**src/rtl/ulpi_reg_port.sv**
```systemverilog
// ---------------------------------------------------------------------------
// ulpi_reg_port
//
// ULPI link-side register access engine. Requests from the USB control FSM
// are queued in a small FIFO and executed one at a time as ULPI TXCMD
// register writes or reads. Extended addressing is supported. A PHY that
// grabs the bus (DIR) mid-transfer causes an abort and a retry. A transfer
// that waits on the PHY for too long ends with an error response. RXCMD
// bytes sent by the PHY while it owns the bus are captured at all times.
//
// Request handshake: a request is accepted on every rising CLK edge where
// REQ_VALID=1 and REQ_READY=1. REQ_WR, REQ_ADDR and REQ_WDATA are sampled
// on that edge. REQ_READY is registered and depends only on FIFO fill. It
// never depends on REQ_VALID. Responses have no back-pressure: RSP_VALID is
// a one-cycle pulse, and RSP_ERR and RSP_RDATA are meaningful in that cycle.
//
// Ports:
//   CLK, RST            60 MHz ULPI clock, synchronous active-high reset
//   REQ_VALID/READY     request handshake
//   REQ_WR/ADDR/WDATA   request payload (1 = write, 0 = read)
//   RSP_VALID/ERR       completion pulse and error qualifier
//   RSP_RDATA           last read data, held between reads
//   BUSY                FIFO non-empty or engine not idle
//   ULPI_DIR/NXT        PHY direction and throttle
//   ULPI_DATA_IN/OUT/OE pad data in, data out and drive enable
//   ULPI_STP            stop strobe to the PHY
//   RXCMD_VALID/RXCMD   captured RXCMD pulse and byte
//   LINESTATE           RXCMD[1:0] of the last captured RXCMD
// ---------------------------------------------------------------------------
module ulpi_reg_port #(
   parameter int REQ_DEPTH   = 4,
   parameter bit EXT_ADDR_EN = 1'b1,
   parameter bit READ_EN     = 1'b1,
   parameter int TIMEOUT     = 1023
) (
   input  logic       CLK,
   input  logic       RST,
   input  logic       REQ_VALID,
   output logic       REQ_READY,
   input  logic       REQ_WR,
   input  logic [7:0] REQ_ADDR,
   input  logic [7:0] REQ_WDATA,
   output logic       RSP_VALID,
   output logic [7:0] RSP_RDATA,
   output logic       RSP_ERR,
   output logic       BUSY,
   input  logic       ULPI_DIR,
   input  logic       ULPI_NXT,
   input  logic [7:0] ULPI_DATA_IN,
   output logic [7:0] ULPI_DATA_OUT,
   output logic       ULPI_DATA_OE,
   output logic       ULPI_STP,
   output logic       RXCMD_VALID,
   output logic [7:0] RXCMD,
   output logic [1:0] LINESTATE
);

   localparam int AW = $clog2(REQ_DEPTH);
   localparam int TW = $clog2(TIMEOUT + 1);
   localparam logic [AW:0]   FULL_CNT  = REQ_DEPTH[AW:0];
   localparam logic [TW-1:0] TMO_LIMIT = TIMEOUT[TW-1:0];

   typedef enum logic [2:0] {
      S_IDLE, S_CMD, S_EXT, S_WDATA, S_STOP, S_RTURN, S_RDATA, S_WAIT_TA
   } state_t;

   state_t          state;
   logic            dir_q;
   logic            head_started;   // current head has entered CMD at least once
   logic [TW-1:0]   tmo_cnt;

   // ---------------- request FIFO: entry = {wr, addr, wdata} ----------------
   logic [16:0]     fifo_mem [REQ_DEPTH];
   logic [AW-1:0]   wr_ptr, rd_ptr;
   logic [AW:0]     fifo_cnt, fifo_cnt_nxt;
   logic            push, pop, fifo_nempty;
   logic            head_wr;
   logic [7:0]      head_addr, head_wdata;

   assign push        = REQ_VALID & REQ_READY;
   assign fifo_nempty = (fifo_cnt != '0);
   assign head_wr     = fifo_mem[rd_ptr][16];
   assign head_addr   = fifo_mem[rd_ptr][15:8];
   assign head_wdata  = fifo_mem[rd_ptr][7:0];
   assign fifo_cnt_nxt = fifo_cnt + {{AW{1'b0}}, push} - {{AW{1'b0}}, pop};

   always_ff @(posedge CLK) begin
      if (push) fifo_mem[wr_ptr] <= {REQ_WR, REQ_ADDR, REQ_WDATA};
   end

   always_ff @(posedge CLK) begin
      if (RST) begin
         wr_ptr    <= '0;
         rd_ptr    <= '0;
         fifo_cnt  <= '0;
         REQ_READY <= 1'b0;
      end else begin
         if (push) wr_ptr <= wr_ptr + 1'b1;
         if (pop)  rd_ptr <= rd_ptr + 1'b1;
         fifo_cnt  <= fifo_cnt_nxt;
         REQ_READY <= (fifo_cnt_nxt != FULL_CNT);
      end
   end

   // ---------------- decode of the FIFO head ----------------
   logic       need_ext, req_bad;
   logic [7:0] cmd_byte;

   // Extended registers use the 0x2F escape in the TXCMD and send the
   // real address in a second byte.
   assign need_ext = EXT_ADDR_EN && (head_addr >= 8'h2F);
   assign cmd_byte = {1'b1, ~head_wr,
                      (head_addr < 8'h2F) ? head_addr[5:0] : 6'h2F};

   // Requests the build cannot serve are rejected without touching the bus.
   assign req_bad = (state == S_IDLE) && fifo_nempty &&
                    ((!READ_EN && !head_wr) ||
                     (!EXT_ADDR_EN && (head_addr >= 8'h2F)));

   // ---------------- completion / pop decisions ----------------
   logic stop_done, rd_capture, tmo_hit, rx_capture;

   assign stop_done  = (state == S_STOP);
   assign rd_capture = (state == S_RDATA) && ULPI_DIR && !ULPI_NXT;
   // A normal completion in the same cycle wins over the timeout.
   assign tmo_hit    = head_started && (tmo_cnt == TMO_LIMIT) &&
                       !stop_done && !rd_capture;
   assign pop        = req_bad | stop_done | rd_capture | tmo_hit;

   // RXCMD bytes arrive while the PHY owns the bus outside a read's data byte.
   assign rx_capture = ULPI_DIR && dir_q && !ULPI_NXT && (state != S_RDATA);

   // Drive only when the PHY neither holds nor is handing back the bus.
   assign ULPI_DATA_OE = ~ULPI_DIR & ~dir_q;
   assign BUSY         = fifo_nempty || (state != S_IDLE);

   // ---------------- transfer FSM ----------------
   always_ff @(posedge CLK) begin
      if (RST) begin
         state         <= S_IDLE;
         dir_q         <= 1'b0;
         head_started  <= 1'b0;
         tmo_cnt       <= '0;
         ULPI_DATA_OUT <= 8'h00;
         ULPI_STP      <= 1'b1;
         RSP_VALID     <= 1'b0;
         RSP_ERR       <= 1'b0;
         RSP_RDATA     <= 8'h00;
         RXCMD_VALID   <= 1'b0;
         RXCMD         <= 8'h00;
         LINESTATE     <= 2'b00;
      end else begin
         dir_q       <= ULPI_DIR;
         ULPI_STP    <= 1'b0;
         RSP_VALID   <= 1'b0;
         RSP_ERR     <= 1'b0;
         RXCMD_VALID <= 1'b0;

         if (head_started) tmo_cnt <= tmo_cnt + 1'b1;
         if (pop)          head_started <= 1'b0;

         if (rx_capture) begin
            RXCMD       <= ULPI_DATA_IN;
            LINESTATE   <= ULPI_DATA_IN[1:0];
            RXCMD_VALID <= 1'b1;
         end

         if (tmo_hit) begin
            // Stop pulse only makes sense while the link owns the bus.
            ULPI_STP      <= ULPI_DATA_OE;
            ULPI_DATA_OUT <= 8'h00;
            RSP_VALID     <= 1'b1;
            RSP_ERR       <= 1'b1;
            state         <= S_WAIT_TA;
         end else begin
            case (state)
               S_IDLE: begin
                  if (req_bad) begin
                     RSP_VALID <= 1'b1;
                     RSP_ERR   <= 1'b1;
                  end else if (fifo_nempty && !ULPI_DIR && !dir_q) begin
                     state         <= S_CMD;
                     ULPI_DATA_OUT <= cmd_byte;
                     // Retries keep the running count of the first attempt.
                     if (!head_started) begin
                        head_started <= 1'b1;
                        tmo_cnt      <= '0;
                     end
                  end
               end
               S_CMD: begin
                  if (ULPI_DIR) begin
                     state         <= S_WAIT_TA;
                     ULPI_DATA_OUT <= 8'h00;
                  end else if (ULPI_NXT) begin
                     if (need_ext) begin
                        state         <= S_EXT;
                        ULPI_DATA_OUT <= head_addr;
                     end else if (head_wr) begin
                        state         <= S_WDATA;
                        ULPI_DATA_OUT <= head_wdata;
                     end else begin
                        state         <= S_RTURN;
                        ULPI_DATA_OUT <= 8'h00;
                     end
                  end
               end
               S_EXT: begin
                  if (ULPI_DIR) begin
                     state         <= S_WAIT_TA;
                     ULPI_DATA_OUT <= 8'h00;
                  end else if (ULPI_NXT) begin
                     if (head_wr) begin
                        state         <= S_WDATA;
                        ULPI_DATA_OUT <= head_wdata;
                     end else begin
                        state         <= S_RTURN;
                        ULPI_DATA_OUT <= 8'h00;
                     end
                  end
               end
               S_WDATA: begin
                  if (ULPI_DIR) begin
                     state         <= S_WAIT_TA;
                     ULPI_DATA_OUT <= 8'h00;
                  end else if (ULPI_NXT) begin
                     state         <= S_STOP;
                     ULPI_DATA_OUT <= 8'h00;
                     ULPI_STP      <= 1'b1;
                     RSP_VALID     <= 1'b1;
                  end
               end
               S_STOP: begin
                  state <= S_IDLE;
               end
               S_RTURN: begin
                  // The PHY must take the bus right after accepting a read.
                  state <= ULPI_DIR ? S_RDATA : S_WAIT_TA;
               end
               S_RDATA: begin
                  // NXT here means RxActive: the read is abandoned and retried.
                  if (rd_capture) begin
                     RSP_RDATA <= ULPI_DATA_IN;
                     RSP_VALID <= 1'b1;
                  end
                  state <= S_WAIT_TA;
               end
               S_WAIT_TA: begin
                  if (!ULPI_DIR && !dir_q) state <= S_IDLE;
               end
               default: state <= S_IDLE;
            endcase
         end
      end
   end

endmodule

```
**config.mk**
```make
export PLATFORM = sky130hd
export DESIGN_NAME = ulpi_reg_port
export DESIGN_NICKNAME = d
export VERILOG_FILES = /design/src/rtl/ulpi_reg_port.sv
export SDC_FILE = /design/constraint.sdc
export NUM_CORES = 1
export LEC_CHECK = 0
export CORE_MARGIN = 10
export CORE_UTILIZATION = 48
export DETAILED_ROUTE_END_ITERATION = 16
export GPL_TIMING_DRIVEN = 1
export PLACE_DENSITY = 0.8
export SLEW_MARGIN = 40
export SYNTH_ARGS = -nofsm -noshare
export SYNTH_HDL_FRONTEND = slang
export SYNTH_SLANG_ARGS = --single-unit
export TNS_END_PERCENT = 1
```
**constraint.sdc**
```tcl
create_clock -name CLK -period 8.3 [get_ports CLK]
set_input_delay 2.49 -clock CLK [delete_from_list [all_inputs] [get_ports CLK]]
set_output_delay 2.49 -clock CLK [all_outputs]
set_load 0.02 [all_outputs]
```
==> results of run 1 <==
-- per-stage QoR --
step	setup WS (ps)	cell area, µm²
6_report	1590	6510
5_1_grt	1480	6510
4_1_cts	1620	6510
3_5_place_dp	1620	5970
3_3_place_gp	1670	5960
2_1_floorplan	2910	5280
-- per-layer routing --
metal  part of all wire [%]  up-vias  wire [µm]  global-route usage [%]
li1                       -     1688          -                       -
met1                     41     1755       4920                    18.7
met2                     53      118       6300                    27.1
met3                    5.1       16        617                    3.96
met4                    1.4        0        162                    5.08
met5                      0        -          0                       0
-- cells by family after synthesis --
| logic type | after synthesis |
|---|---|
| AO/OA/AOI/OAI | 66 |
| XOR/XNOR | 13 |
| adder cells (fa/ha/maj) | 9 |
| buffers and inverters | 34 |
| flip-flops | 121 |
| multiplexers | 41 |
| AND/OR/NAND/NOR | 132 |
-- flip-flops by register name, indices dropped and copies added, names as in the netlist, 2 cells and up, named ones only --
name / count
fifo_cnt: 3
ULPI_DATA_OUT: 8
tmo_cnt: 10
state: 3
rd_ptr: 2
RSP_RDATA: 8
wr_ptr: 2
fifo_mem: 68
RXCMD: 8
-- power by group through the flow --
stage               Combinational (mW)  Sequential (mW)  Clock, mW
global placement                 0.422            0.761          0
floorplan                        0.299            0.760          0
detailed placement               0.437            0.764          0
finish                           0.447            0.756      0.661
global route                     0.490            0.765      0.702
CTS                              0.446            0.754      0.670
-- placed cells by master (no fill, tap or decap), types with 9 or more instances in the layout --
cell              n
clkbuf_16        16
clkdlybuf4s50_1  61
dfxtp_1          52
edfxtp_1         68
inv_1            11
mux2i_1          21
mux4_2           16
nand2_1          26
nor2_1           54
o21ai_0           9
-- worst min-delay path, stage by stage (launching register included) --
cell and delay (ps):
dfxtp_1 320, mux2i_1 70, nor2_1 70
-- worst min path at each step --
stage	endpoint	slack (ps)	depth (start not counted)
2_1_floorplan	wr_ptr[1]$_SDFFE_PP0P_	470	2
3_3_place_gp	ULPI_DATA_OUT[6]$_SDFFE_PP0P_	470	1
3_5_place_dp	RXCMD[4]$_SDFFE_PP0P_	480	2
4_1_cts	RXCMD[4]$_SDFFE_PP0P_	500	2
5_1_grt	RSP_RDATA[4]$_SDFFE_PP0P_	520	2
6_report	RXCMD[4]$_SDFFE_PP0P_	490	2
-- final cells by class --
cell class	instances	area, µm²
inverters	12	45.0
repair buffers	63	623
fillers	782	4290
clock buffers	17	414
clock inverters	13	124
well taps	140	175
multi-input cells	261	2020
flip-flops and latches	121	3100
==> results.yml, run 1 <==
power_and_ir_drop:
  clockPowerShare_pct: 35.5
  power_density_nw_per_um2: 286
  seq_power_share_pct: 40.6
  swShare_pct: 30.7
  power_frac_comb_pct: 24.0
  internal_power_mw: 1.29
  power_mw: 1.86
  switchingPower_mw: 0.572
  p_leak_nw: 2.21
  ir_drop_v: 0.000174
cts:
  htreeDepth: 4
  insertion_delay_ps: 510
  cts_setup_buffers: 0
  postCtsResizedCells: 0
  cts_hold_buf: 0
  cts_buffers: 17
  cts_tree: "yes"
  cts_buffer_depth: 2
  clock-sinks: 121
  path_clk_slew_ps: 50
  clock_tree.root_cell: "clkbuf_8"
route:
  drtIter0Drc: 405
  drc: 0
  ant_nets: 0
  vias_per_cell: 5.70
  vias: 3577
  wl_mm: 12.0
  firstDrtPassIters: 5
  routedWlPerCell_um: 19.1
grt:
  grt_first_pass_wirelength_mm: 19.8
  grt_max_degree: 33
  grt_pass1_vias: 3708
  grt-ovfl-total: 0
  antenna_found_initial: 0
  grt_usage_pct: 15.7
worst_setup_path:
  crit_chain: "clkdlybuf4s50_1 > nor2_1 > clkdlybuf4s50_1"
  crit_buf_inv: 2
  crit_top_cell: "clkdlybuf4s50_1"
  cp.depth: 3
  reg2reg_from: "state[2]$_SDFFE_PP0P_"
  cp_slowest_cell: "clkdlybuf4s50_1"
  crit_arrival_ps: 4220
  crit_family: "buffers and inverters"
  timing.rr.end: "REQ_READY$_SDFF_PP0_"
  slowest_delay_ps: 680
  path_class: "in -> out"
  critPathMaxFanout: 15
  cp-startpoint: "ULPI_DIR"
  start_kind: "primary input"
  required_ps: 5810
  cp-end-kind: "primary output"
  rrSetupSlack_ps: 5110
  crit_end: "ULPI_DATA_OE"
  rr_worst_depth: 12
synth:
  synth_edf_count: 68
  synth_top_family_by_area: "multiplexers"
  ys_ff_latch: 121
  synth.area.mux_share_pct: 12.0
  netlist_area_um2: 5280
  synth_adder_area_share_pct: 2.28
  synth_largest_area_cell: "edfxtp_1"
  synthTopCellsByCount: "edfxtp_1, nor2_1, dfxtp_1"
  synth_nets: 455
  synth_top_area_share_pct: 38.7
  ys_seq_area_share_pct: 58.8
  synthXorXnorAreaFrac_pct: 2.16
  synth_most_common_cell: "edfxtp_1"
  synthSimpleGateAreaFrac_pct: 11.9
  synth_cell_types: 66
  synthArstFlopShare_pct: 0
  synth_cells: 416
  avgSynthCellArea_um2: 12.7
  yosysWarnings: 0
  ys_top_cells_by_area: "edfxtp_1, dfxtp_1, mux4_2, mux2i_1, nor2_1"
  synthFlopType: "edfxtp_1"
  synth_compound_area_share_pct: 9.72
placed_design:
  dp_cells: 597
  place_congestion: 0.887
  hpwlAfterDp_mm: 7.67
  io_buffers: 62
timing:
  max_freq_mhz: 149
  fin_crit_ps: 6710
  worst_clock_skew_ps: 8.92
  tightest_slew_ps: 822
  whs_ps: 494
  rsz0062_at_grt: "false"
  max_slew_margin_pct: 44.8
  min_period_over_period_pct: 80.9
  hold_violations: 0
  setup_viol: 0
  fin_tns_setup_ps: 0
  drv_slew: 0
die:
  fp-row-count: 38
  fp.dieH_um: 125
  die_area_um2: 15600
  core_um2: 10800
  start_util_pct: 48.9
  io_pins: 63
  fp.dieW_um: 125
worst_hold_path:
  hold_class: "reg -> reg"
  min_from: "RXCMD[4]$_SDFFE_PP0P_"
layout:
  utilization_pct: 60.3
  fin_nets: 515
  final_cells: 627
  drive_above_1_share_pct: 13.6
  antenna_cells: 0
  area_growth_pct: 23.3
job:
  drv_cap: 0
outcome:
  outcome: "finished, final reports clean"
Note: power is estimated with default switching activity, not from simulation.
==> run 2, diff against run 1 <==
--- a/config.mk
+++ b/config.mk
@@ -9,7 +9,7 @@
 export CORE_UTILIZATION = 48
 export DETAILED_ROUTE_END_ITERATION = 16
 export GPL_TIMING_DRIVEN = 1
-export PLACE_DENSITY = 0.8
+export PLACE_DENSITY = 0.83
 export SLEW_MARGIN = 40
 export SYNTH_ARGS = -nofsm -noshare
 export SYNTH_HDL_FRONTEND = slang
==> constraint.sdc (replaced) <==
create_clock -name CLK -period 5.6 [get_ports CLK]
set_input_delay 1.68 -clock CLK [delete_from_list [all_inputs] [get_ports CLK]]
set_output_delay 1.68 -clock CLK [all_outputs]
set_load 0.02 [all_outputs]
==> run 2 against run 1 <==
  * Via count grew 0.84%
  * Worst hold slack got worse by 19 ps
  * Setup slack worse by 690 ps
==> results.yml, run 2 (synthesis gave the netlist of run 1 again) <==
route:
  firstDrtPassIters: 7
  ant_nets: 0
  drtIter0Drc: 383
  routedWlPerCell_um: 18.9
  drc: 0
  wl_mm: 11.9
  vias: 3607
  vias_per_cell: 5.72
power_and_ir_drop:
  power_mw: 2.85
  seq_power_share_pct: 39.3
  swShare_pct: 29.6
  clockPowerShare_pct: 37.6
  internal_power_mw: 2.01
  power_density_nw_per_um2: 432
  power_frac_comb_pct: 23.1
  ir_drop_v: 0.000225
  p_leak_nw: 2.25
  switchingPower_mw: 0.844
cts:
  insertion_delay_ps: 510
  cts_buffers: 17
  cts_buffer_depth: 2
  postCtsResizedCells: 0
  cts_hold_buf: 0
  path_clk_slew_ps: 60
  clock_tree.root_cell: "clkbuf_8"
  htreeDepth: 4
  clock-sinks: 121
  cts_tree: "yes"
  cts_setup_buffers: 0
die:
  io_pins: 63
  start_util_pct: 48.9
  die_area_um2: 15600
  fp.dieH_um: 125
  fp-row-count: 38
  core_um2: 10800
  fp.dieW_um: 125
worst_hold_path:
  min_from: "ULPI_DATA_OUT[6]$_SDFFE_PP0P_"
  hold_depth: 1
  holdPathEnd: "ULPI_DATA_OUT[6]$_SDFFE_PP0P_"
  hold_class: "reg -> reg"
timing:
  final.setup.worst_slack_ps: 896
  tightest_slew_ps: 827
  worst_clock_skew_ps: 4.77
  rsz0062_at_grt: "false"
  max_freq_mhz: 213
  whs_ps: 475
  max_slew_margin_pct: 44.8
  hold_violations: 0
  fin_crit_ps: 4700
  fin_tns_setup_ps: 0
  setup_viol: 0
  min_period_over_period_pct: 84.0
  drv_slew: 0
placed_design:
  place_congestion: 0.851
  hpwlAfterDp_mm: 7.89
  dp_slack_ps: 896
  dp_cells: 600
  place_area_um2: 5990
  io_buffers: 62
worst_setup_path:
  crit_arrival_ps: 3020
  rrSetupSlack_ps: 2330
  start_kind: "primary input"
  timing.rr.end: "REQ_READY$_SDFF_PP0_"
  required_ps: 3920
  cp-end-kind: "primary output"
  reg2reg_from: "state[2]$_SDFFE_PP0P_"
  rr_worst_depth: 12
  critPathMaxFanout: 5
  path_class: "in -> out"
grt:
  grt_usage_pct: 15.1
  grt_pass1_vias: 3656
  antenna_found_initial: 0
  grt_max_degree: 33
  grt-ovfl-total: 0
  grt_first_pass_wirelength_mm: 19.1
layout:
  layout_commonest_cell: "edfxtp_1"
  area_growth_pct: 24.9
  final_area_um2: 6590
  fin_nets: 518
  biggestRegsByFlops: "fifo_mem: 68 flops, tmo_cnt: 10 flops"
  drive_above_1_share_pct: 13.8
  largest-register: "fifo_mem"
  largest_reg_flops: 68
  utilization_pct: 61.1
  final_cell_mix: "edfxtp_1, clkdlybuf4s50_1, nor2_1, dfxtp_1, nand2_1"
  antenna_cells: 0
  final_cells: 631
outcome:
  outcome: "finished, final reports clean"
job:
  drv_cap: 0
-- run 2: changes by cell type in the layout (fill, tap and decap cells not counted), sizes merged --
cell,change
bufinv,+2
buf,+2
clkdlybuf4s50,+1
inv,-1
-- run 2: layout make-up --
class	count	area [µm²]
clock inverters	14	175
repair buffers	66	654
well taps	140	175
inverters	12	45.0
fillers	764	4200
multi-input cells	261	2020
clock buffers	17	414
flip-flops and latches	121	3100
-- run 2: how the worst max path moves through the flow --
| stage | start | to | slack [ps] | cells after the start |
|---|---|---|---|---|
| finish | ULPI_DIR | ULPI_DATA_OE | 900 | 3 |
| CTS | ULPI_DIR | ULPI_DATA_OE | 890 | 3 |
| floorplan | ULPI_NXT | REQ_READY$_SDFF_PP0_ | 1770 | 13 |
| detailed placement | ULPI_DIR | ULPI_DATA_OE | 900 | 3 |
| global route | ULPI_DIR | ULPI_DATA_OE | 780 | 3 |
| global placement | ULPI_DIR | ULPI_DATA_OE | 900 | 3 |
-- run 2: power groups by stage --
stage	registers, mW	clock network (mW)	logic, mW
final	1.12	1.07	0.659
after global placement	1.13	0	0.623
after floorplan	1.13	0	0.443
after CTS	1.12	1.08	0.658
after detailed placement	1.13	0	0.646
after global routing	1.13	1.12	0.713
-- run 2: layer usage --
metal	part of all wire [%]	GRT usage (%)	up-vias	wire (µm)
li1	-	-	1702	-
met1	42	17.9	1737	4960
met2	51	24.9	142	6060
met3	5.2	4.17	26	616
met4	2.3	6.78	0	276
met5	0	0	-	0
-- run 2: worst max-delay path, cell delays in order --
cell and delay, ps:
clkdlybuf4s50_1 420, nor2_1 250, clkdlybuf4s50_1 670
